## src/rtl/riscv_pkg.sv

```systemverilog
// Shared RV32I pipeline types: writeback source select, load funct3 codes, WB FSM states.
package riscv_pkg;

    typedef enum logic [1:0] {
        WB_ALU  = 2'b00,
        WB_LOAD = 2'b01,
        WB_PC4  = 2'b10
    } wb_sel_e;

    localparam logic [2:0] F3_LB  = 3'b000;
    localparam logic [2:0] F3_LH  = 3'b001;
    localparam logic [2:0] F3_LW  = 3'b010;
    localparam logic [2:0] F3_LBU = 3'b100;
    localparam logic [2:0] F3_LHU = 3'b101;

    typedef enum logic {
        IDLE      = 1'b0,
        LOAD_WAIT = 1'b1
    } wb_state_e;

endpackage

```

## src/rtl/wb_stage_if.sv

```systemverilog
// MEM -> WB handshake bus; master is the MEM stage, slave is the writeback stage.
interface wb_stage_if #(
    parameter int unsigned XLEN = 32
);
    logic            mem_valid;
    logic            mem_ready;
    logic            mem_reg_wen;
    logic [4:0]      mem_rd;
    logic [1:0]      mem_wb_sel;
    logic [2:0]      mem_funct3;
    logic [XLEN-1:0] mem_alu_result;
    logic [XLEN-1:0] mem_pc_plus4;

    modport master (
        output mem_valid, mem_reg_wen, mem_rd, mem_wb_sel, mem_funct3,
               mem_alu_result, mem_pc_plus4,
        input  mem_ready
    );

    modport slave (
        input  mem_valid, mem_reg_wen, mem_rd, mem_wb_sel, mem_funct3,
               mem_alu_result, mem_pc_plus4,
        output mem_ready
    );
endinterface

```

## src/rtl/wb_stage_load_align.sv

```systemverilog
// Load data alignment: shifts the word-aligned read data by the byte offset and sign/zero-extends.
module load_align
    import riscv_pkg::*;
#(
    parameter int unsigned XLEN = 32
) (
    input  logic [XLEN-1:0] rdata,
    input  logic [2:0]      funct3,
    input  logic [1:0]      byte_off,
    output logic [XLEN-1:0] data
);
    logic [XLEN-1:0] shifted;

    always_comb begin
        shifted = rdata >> {byte_off, 3'b000};
        case (funct3)
            F3_LB:   data = {{(XLEN-8){shifted[7]}}, shifted[7:0]};
            F3_LH:   data = {{(XLEN-16){shifted[15]}}, shifted[15:0]};
            F3_LBU:  data = {{(XLEN-8){1'b0}}, shifted[7:0]};
            F3_LHU:  data = {{(XLEN-16){1'b0}}, shifted[15:0]};
            default: data = shifted;
        endcase
    end
endmodule

```

## src/rtl/wb_stage.sv

```systemverilog
// RV32I writeback stage: registers retiring instructions and drives the register file write port.
// Optional retire counter enabled by defining WB_RETIRE_CNT_EN.
module wb_stage
    import riscv_pkg::*;
#(
    parameter int unsigned XLEN  = 32,
    parameter int unsigned CNT_W = 64
) (
    input  logic             clk,
    input  logic             rst,
    wb_stage_if.slave        mem,
    input  logic             dmem_rvalid,
    input  logic [XLEN-1:0]  dmem_rdata,
    output logic             reg_wen,
    output logic [4:0]       wb_rd,
    output logic [XLEN-1:0]  wb_data
`ifdef WB_RETIRE_CNT_EN
    ,
    output logic [CNT_W-1:0] retire_cnt
`endif
);
    wb_state_e       state_q, state_d;
    logic            reg_wen_q, reg_wen_d;
    logic [4:0]      wb_rd_q, wb_rd_d;
    logic [XLEN-1:0] wb_data_q, wb_data_d;
    logic            ld_wen_q, ld_wen_d;
    logic [4:0]      ld_rd_q, ld_rd_d;
    logic [2:0]      ld_f3_q, ld_f3_d;
    logic [1:0]      ld_off_q, ld_off_d;
    logic [XLEN-1:0] load_data;

    load_align #(.XLEN(XLEN)) u_load_align (
        .rdata    (dmem_rdata),
        .funct3   (ld_f3_q),
        .byte_off (ld_off_q),
        .data     (load_data)
    );

    assign mem.mem_ready = (state_q == IDLE);

    always_comb begin
        state_d   = state_q;
        reg_wen_d = 1'b0;
        wb_rd_d   = wb_rd_q;
        wb_data_d = wb_data_q;
        ld_wen_d  = ld_wen_q;
        ld_rd_d   = ld_rd_q;
        ld_f3_d   = ld_f3_q;
        ld_off_d  = ld_off_q;
        case (state_q)
            IDLE: begin
                if (mem.mem_valid) begin
                    if (mem.mem_wb_sel == WB_LOAD) begin
                        ld_wen_d = mem.mem_reg_wen;
                        ld_rd_d  = mem.mem_rd;
                        ld_f3_d  = mem.mem_funct3;
                        ld_off_d = mem.mem_alu_result[1:0];
                        state_d  = LOAD_WAIT;
                    end else begin
                        reg_wen_d = mem.mem_reg_wen && (mem.mem_rd != 5'd0);
                        wb_rd_d   = mem.mem_rd;
                        // reserved select 11 falls through to the ALU result
                        wb_data_d = (mem.mem_wb_sel == WB_PC4) ? mem.mem_pc_plus4
                                                               : mem.mem_alu_result;
                    end
                end
            end
            LOAD_WAIT: begin
                if (dmem_rvalid) begin
                    reg_wen_d = ld_wen_q && (ld_rd_q != 5'd0);
                    wb_rd_d   = ld_rd_q;
                    wb_data_d = load_data;
                    state_d   = IDLE;
                end
            end
            default: state_d = IDLE;
        endcase
    end

    always_ff @(posedge clk or posedge rst) begin
        if (rst) begin
            state_q   <= IDLE;
            reg_wen_q <= 1'b0;
            wb_rd_q   <= '0;
            wb_data_q <= '0;
            ld_wen_q  <= 1'b0;
            ld_rd_q   <= '0;
            ld_f3_q   <= '0;
            ld_off_q  <= '0;
        end else begin
            state_q   <= state_d;
            reg_wen_q <= reg_wen_d;
            wb_rd_q   <= wb_rd_d;
            wb_data_q <= wb_data_d;
            ld_wen_q  <= ld_wen_d;
            ld_rd_q   <= ld_rd_d;
            ld_f3_q   <= ld_f3_d;
            ld_off_q  <= ld_off_d;
        end
    end

    assign reg_wen = reg_wen_q;
    assign wb_rd   = wb_rd_q;
    assign wb_data = wb_data_q;

`ifdef WB_RETIRE_CNT_EN
    logic             retire;
    logic [CNT_W-1:0] retire_cnt_q, retire_cnt_d;

    // counts every completion, including x0 writes and non-writing ops
    always_comb begin
        retire = ((state_q == IDLE) && mem.mem_valid && (mem.mem_wb_sel != WB_LOAD)) ||
                 ((state_q == LOAD_WAIT) && dmem_rvalid);
        retire_cnt_d = retire_cnt_q + (retire ? {{(CNT_W-1){1'b0}}, 1'b1} : '0);
    end

    always_ff @(posedge clk or posedge rst) begin
        if (rst) retire_cnt_q <= '0;
        else     retire_cnt_q <= retire_cnt_d;
    end

    assign retire_cnt = retire_cnt_q;
`endif
endmodule
```

## src/flat_wrapper.sv

```systemverilog
// flat-port wrapper written by rule: the top's interface ports become plain ports
module wb_stage_flat import riscv_pkg::*;
#(
    parameter int unsigned XLEN  = 32,
    parameter int unsigned CNT_W = 64
)
  (clk, rst, dmem_rvalid, dmem_rdata, reg_wen, wb_rd, wb_data, mem_mem_valid, mem_mem_reg_wen, mem_mem_rd, mem_mem_wb_sel, mem_mem_funct3, mem_mem_alu_result, mem_mem_pc_plus4, mem_mem_ready);
  wb_stage_if #(.XLEN(XLEN)) mem_i ();
  input  logic clk;
  input  logic rst;
  input  logic dmem_rvalid;
  input  logic [XLEN-1:0] dmem_rdata;
  output logic reg_wen;
  output logic [4:0] wb_rd;
  output logic [XLEN-1:0] wb_data;
  input wire logic [$bits(mem_i.mem_valid)-1:0] mem_mem_valid;
  input wire logic [$bits(mem_i.mem_reg_wen)-1:0] mem_mem_reg_wen;
  input wire logic [$bits(mem_i.mem_rd)-1:0] mem_mem_rd;
  input wire logic [$bits(mem_i.mem_wb_sel)-1:0] mem_mem_wb_sel;
  input wire logic [$bits(mem_i.mem_funct3)-1:0] mem_mem_funct3;
  input wire logic [$bits(mem_i.mem_alu_result)-1:0] mem_mem_alu_result;
  input wire logic [$bits(mem_i.mem_pc_plus4)-1:0] mem_mem_pc_plus4;
  output wire logic [$bits(mem_i.mem_ready)-1:0] mem_mem_ready;
  assign mem_i.mem_valid = mem_mem_valid;
  assign mem_i.mem_reg_wen = mem_mem_reg_wen;
  assign mem_i.mem_rd = mem_mem_rd;
  assign mem_i.mem_wb_sel = mem_mem_wb_sel;
  assign mem_i.mem_funct3 = mem_mem_funct3;
  assign mem_i.mem_alu_result = mem_mem_alu_result;
  assign mem_i.mem_pc_plus4 = mem_mem_pc_plus4;
  assign mem_mem_ready = mem_i.mem_ready;
  wb_stage #(.XLEN(XLEN), .CNT_W(CNT_W)) u_core (.clk(clk), .rst(rst), .mem(mem_i), .dmem_rvalid(dmem_rvalid), .dmem_rdata(dmem_rdata), .reg_wen(reg_wen), .wb_rd(wb_rd), .wb_data(wb_data));
endmodule
```

## config.mk

```make
export PLATFORM = sky130hd
export DESIGN_NAME = wb_stage_flat
export DESIGN_NICKNAME = d
export VERILOG_FILES = /design/src/rtl/riscv_pkg.sv /design/src/rtl/wb_stage_if.sv /design/src/rtl/wb_stage_load_align.sv /design/src/rtl/wb_stage.sv /design/src/flat_wrapper.sv
export SDC_FILE = /design/constraint.sdc
export NUM_CORES = 1
export LEC_CHECK = 0
export CAP_MARGIN = 40
export CORE_MARGIN = 2
export CORE_UTILIZATION = 42
export DETAILED_ROUTE_END_ITERATION = 10
export GPL_TIMING_DRIVEN = 0
export PLACE_DENSITY_LB_ADDON = 0.05
export SLEW_MARGIN = 10
export SYNTH_ARGS = -nofsm -noshare
export SYNTH_HDL_FRONTEND = slang
export SYNTH_SLANG_ARGS = --single-unit
```

## constraint.sdc

```tcl
create_clock -name clk -period 2.2 [get_ports clk]
set_clock_uncertainty 0.05 [all_clocks]
set_input_delay 0.22 -clock clk [delete_from_list [all_inputs] [get_ports clk]]
set_output_delay 0.22 -clock clk [all_outputs]
set_load 0.01 [all_outputs]
```

---- Yosys cells after proc, flatten, opt, wreduce, memory -nomap -nowiden ----
Cells that the tools add are included.
operators by class
  shifts and indexed selects .............. 1
  reductions and logical operators ........ 7
  equality and inequality tests ........... 8
  multiplexer cells ....................... 18
  bitwise gates (word level) .............. 1
operators with widths
  operator            count
  $mux 32             4
  $pmux 32 s4         1
  $pmux 32 s2         1
  $shr 32x5->32       1
  $mux 5              3
  $pmux 5 s2          1
  $reduce_bool 5->1   2
  $eq 3x3->1 const B  2
  $mux 1              6
  $ne 2x2->1 const B  3
  $reduce_and 3->1    2
  $pmux 1 s2          2
  $eq 3x1->1 const B  1
  $logic_not 3->1     1
  $eq 2x1->1 const B  1
  $eq 2x2->1 const B  1
  $logic_and 1x1->1   2
  $not 1->1           1
storage, ports and cells
  bits of input ports ..................... 111
  output and inout bits ................... 39
  bits in registers ....................... 50

---- Longest topological paths before layout ----
  depth after elaboration ................. 5
  depth in mapped cells ................... 6

---- By module ----
From an unflattened synthesis, not the netlist that was laid out.
unflattened totals
  cells, all modules ...................... 386
  area, all modules ....................... 3703.6 um^2
modules (own cells, without submodules)
  module      area each (um^2)  instances  cells each
  wb_stage    3009.1            1          279
  load_align  694.4             1          107

---- Worst setup path after synthesis ----
No wires, ideal clock.
  path kind ............................... register to register
  from .................................... register u_core.ld_off_q[0]
  to ...................................... register u_core.wb_data_q[21] (netlist: u_core.wb_data[21])
  path slack .............................. 0.557 ns
  path buffers ............................ 1
  arrival time ............................ 1.470 ns
  stages on the path, launching flop included .. 6
  required time ........................... 2.027 ns
  cell sequence ........................... dfrtp_1 -> mux2_2 -> o221ai_4 -> o311ai_4 -> buf_6 -> o221a_1
between the ends
  longest elaborated chain between the ends .. 4
RTL lines
  item                    line                       source
  start, declared         wb_stage.sv:29             logic [1:0] ld_off_q, ld_off_d;
  start signal, assigned  wb_stage.sv:98             ld_off_q <= ld_off_d;
  $shr 32x5->32           wb_stage_load_align.sv:15  shifted = rdata >> {byte_off, 3'b000};
  $pmux 32 s4             wb_stage_load_align.sv:16  case (funct3)
  $mux 32                 wb_stage.sv:69             if (dmem_rvalid) begin
  $pmux 32 s2             wb_stage.sv:50             case (state_q)
  end signal, assigned    wb_stage.sv:94             wb_data_q <= wb_data_d;
  end, declared           wb_stage.sv:25             logic [XLEN-1:0] wb_data_q, wb_data_d;
Every way passes these cells. The select of a mux whose other input is x is not followed.
A chain may end at the register's enable or synchronous reset.

---- Worst setup path in the final report ----
  from .................................... register u_core.state_q
  to ...................................... output port mem_mem_ready
between the ends
  longest elaborated chain between the ends .. 1
RTL lines
  item                        line                source
  start, declared             wb_stage.sv:22      wb_state_e state_q, state_d;
  start signal, assigned      wb_stage.sv:91      state_q <= state_d;
  $not 1->1 (no source line)  -
  end, declared               flat_wrapper.sv:23  output wire logic [$bits(mem_i.mem_ready)-1:0] mem_mem_ready;
Every way passes these cells.

==> flow_summary.yaml <==
finish:
  multiInputGateArea_um2: 1750
  final_common_cell: "clkdlybuf4s50_1"
  final_layout_size_suffix_gt1_share_pct: 9.87
  n_antenna_cell: 0
  areaGrowthSynthToFinish_pct: 54.9
  fin_util_pct: 67.3
  nets: 586
  mostFrequentLayoutCells: "clkdlybuf4s50_1, nand2_1, dfrtp_1, nand4_1, o221a_1"
  seqCellArea_um2: 1250
  nFillCells: 632
worst_setup_path:
  r2r_slack_ns: 0.27
  arrival_ns: 1.75
  critical-path-slowest-cell: "clkdlybuf4s50_1"
  required_ns: 1.93
  cp_max_fo: 14
  cpPeakStageDelay_ns: 0.59
  worstReg2RegEnd: "u_core.wb_data[19]"
  r2r_cells: 5
  timing.rr.start: "u_core.state_q"
  crit_path_cell_trace: "buf_4, inv_2, clkdlybuf4s50_1"
  path_class: "flop to output port"
  start_kind: "flop"
  cp-end-kind: "output port"
floorplan:
  ioPinCount: 150
  rows: 31
  dieArea_um2: 8210
  dieHeight_um: 90.6
  initial_core_util_pct: 43.5
  dieWidth_um: 90.6
  core_um2: 7250
timing:
  slew_headroom_pct: 60.0
  min_period_ns: 2.02
  fmax_ghz: 0.494
  tightest_slew_ns: 0.600
  finalHoldViolCount: 0
  finalMaxSlewViolations: 0
  hold_slack_ns: 0.160
  setup_tns_ns: 0
  rsz0062_at_grt: "false"
  finalSetupViolCount: 0
  min_period_over_period_pct: 92.0
synth:
  synth_top_cell_by_area: "dfrtp_1"
  synth_seq_cells: 50
  netlist_area_um2: 3150
  syn_inst: 319
  synth_top_area_share_pct: 39.7
  yosysSeqAreaShare_pct: 39.7
  yosysUniqueCellTypes: 37
  syn-mean-instance-area_um2: 9.88
  synthTopCellsByArea: "dfrtp_1, o221a_1, nand2_1"
  yosysWarningCount: 0
  postSynthNetCount: 430
clock_network:
  cts_hold_buf: 0
  path_clk_slew_ns: 0.10
  cts.path.max_buffers: 2
  clockRootBuffer: "clkbuf_8"
  worstSkewPairLatency_ns: 0.31
  cts.htree.levels: 2
  numClockSinks: 50
  ctsResizeCount: 0
  cts_tree: "built"
  post_cts_buffers: 0
  cts_buffers: 5
route:
  drc: 0
  first_pass_iters: 4
  vias: 3123
  wl_per_cell_um: 18.4
  drt_iter0_drc: 119
  drtAntennaViolNets: 0
  routed_wl_mm: 10.6
  via_per_inst: 5.43
placement:
  dp_hpwl_mm: 8.27
  portBuffers: 149
  place.gp.congestion: 0.805
global_routing:
  grt_max_degree: 35
  overflow: 0
  antenna_found_initial: 0
  grt_usage_pct: 26.4
  grt_pass1_vias: 3326
  grt_first_pass_wirelength_mm: 17.2
power_and_ir_drop:
  total_power_w: 0.00357
  power.static_leakage_nw: 1.90
  vdd_drop_max_mv: 0.467
  p_per_area_nw_per_um2: 732
status:
  status: "finished, final reports clean"
flow_run:
  drv_cap: 0
hold_path:
  hold_path_class: "input pin to async pin"
## metal layers
| layer | vias up | GRT usage (%) | part of all wire (%) |
|---|---|---|---|
| met5 | - | 0 | 0 |
| met4 | 0 | 5.38 | 1.2 |
| met3 | 9 | 5.43 | 6.9 |
| met2 | 131 | 44.3 | 48 |
| met1 | 1484 | 35.5 | 44 |
| li1 | 1499 | - | - |
## cells in the mapped netlist, drive strengths merged
cell type and number:
mux4 7, dfrtp 50, o221a 24, o2bb2ai 7, mux2i 19, o311ai 1
nand4 24, a22o 1, o2111ai 1, nor2 23, a21boi 1, nor2b 5
inv 3, nand3 1, o21ai 2, a31oi 8, o22ai 1, o221ai 1
clkbuf 15, a211oi 1, nand2 68, nand2b 4, or2 1, nor3b 1
buf 12, and2 8, a21oi 5, or4 2, o21bai 1, nor3 1
o31ai 1, mux2 20
## worst max path at each step
stage / slack [ns] / from / cells after the start / to
after floorplan: 0.56 / u_core.ld_off_q[0] / 5 / u_core.wb_data[21]
after global placement: -0.32 / rst / 2 / u_core.wb_data[3]
after detailed placement: 0.02 / mem_mem_valid / 5 / u_core.wb_data[0]
after CTS: 0.17 / u_core.state_q / 3 / mem_mem_ready
after global routing: 0.11 / u_core.state_q / 3 / mem_mem_ready
final: 0.18 / u_core.state_q / 3 / mem_mem_ready
## per-stage QoR
stage          instance area (um2)  cells  worst slack, ns
6_report                      4880    575            0.176
5_1_grt                       4880    575            0.113
4_1_cts                       4880    575            0.171
3_5_place_dp                  4790    568           0.0208
3_3_place_gp                  4770    567           -0.322
2_1_floorplan                 3150    319            0.557
## report_power, final
group	internal (W)	switching, W	leakage, nW
Clock	0.000260	0.000338	0.0478
Combinational	0.000948	0.000709	1.27
Sequential	0.00116	0.000156	0.577
Total	0.00237	0.00120	1.90
## logic make-up (layout without fill, tap and decap cells)
group	Yosys count	after routing	synth area share (%)
simple gates	138	138	20.6
flops	50	50	39.7
mux	46	46	18.2
buf+inv	30	187	4.76
compound gates	55	55	16.8
## cell type report
class                      instances  area share, %
clock buffer                       6           1.69
tap                               99           2.54
multi-input combinational        239           35.9
sequential                        50           25.6
buffer                            26           2.77
timing repair buffer             150           31.0
inverter                           3          0.231
clock inverter                     2          0.333
## sequential cells by signal, indices dropped and copies added, names as in the netlist
| name | cells |
|---|---|
| u_core.wb_data | 32 |
| u_core.ld_rd_q | 5 |
| u_core.wb_rd | 5 |
| u_core.ld_f3_q | 3 |
| u_core.ld_off_q | 2 |
| u_core.ld_wen_q | 1 |
| u_core.reg_wen | 1 |
| u_core.state_q | 1 |
## worst max-delay path, delay by kind of cell, from the launching register on
| family | cells | cell delay, ns |
|---|---|---|
| flip-flops | 1 | 0.42 |
| buffers and inverters | 3 | 1.01 |
(Power assumes the default switching activity.)
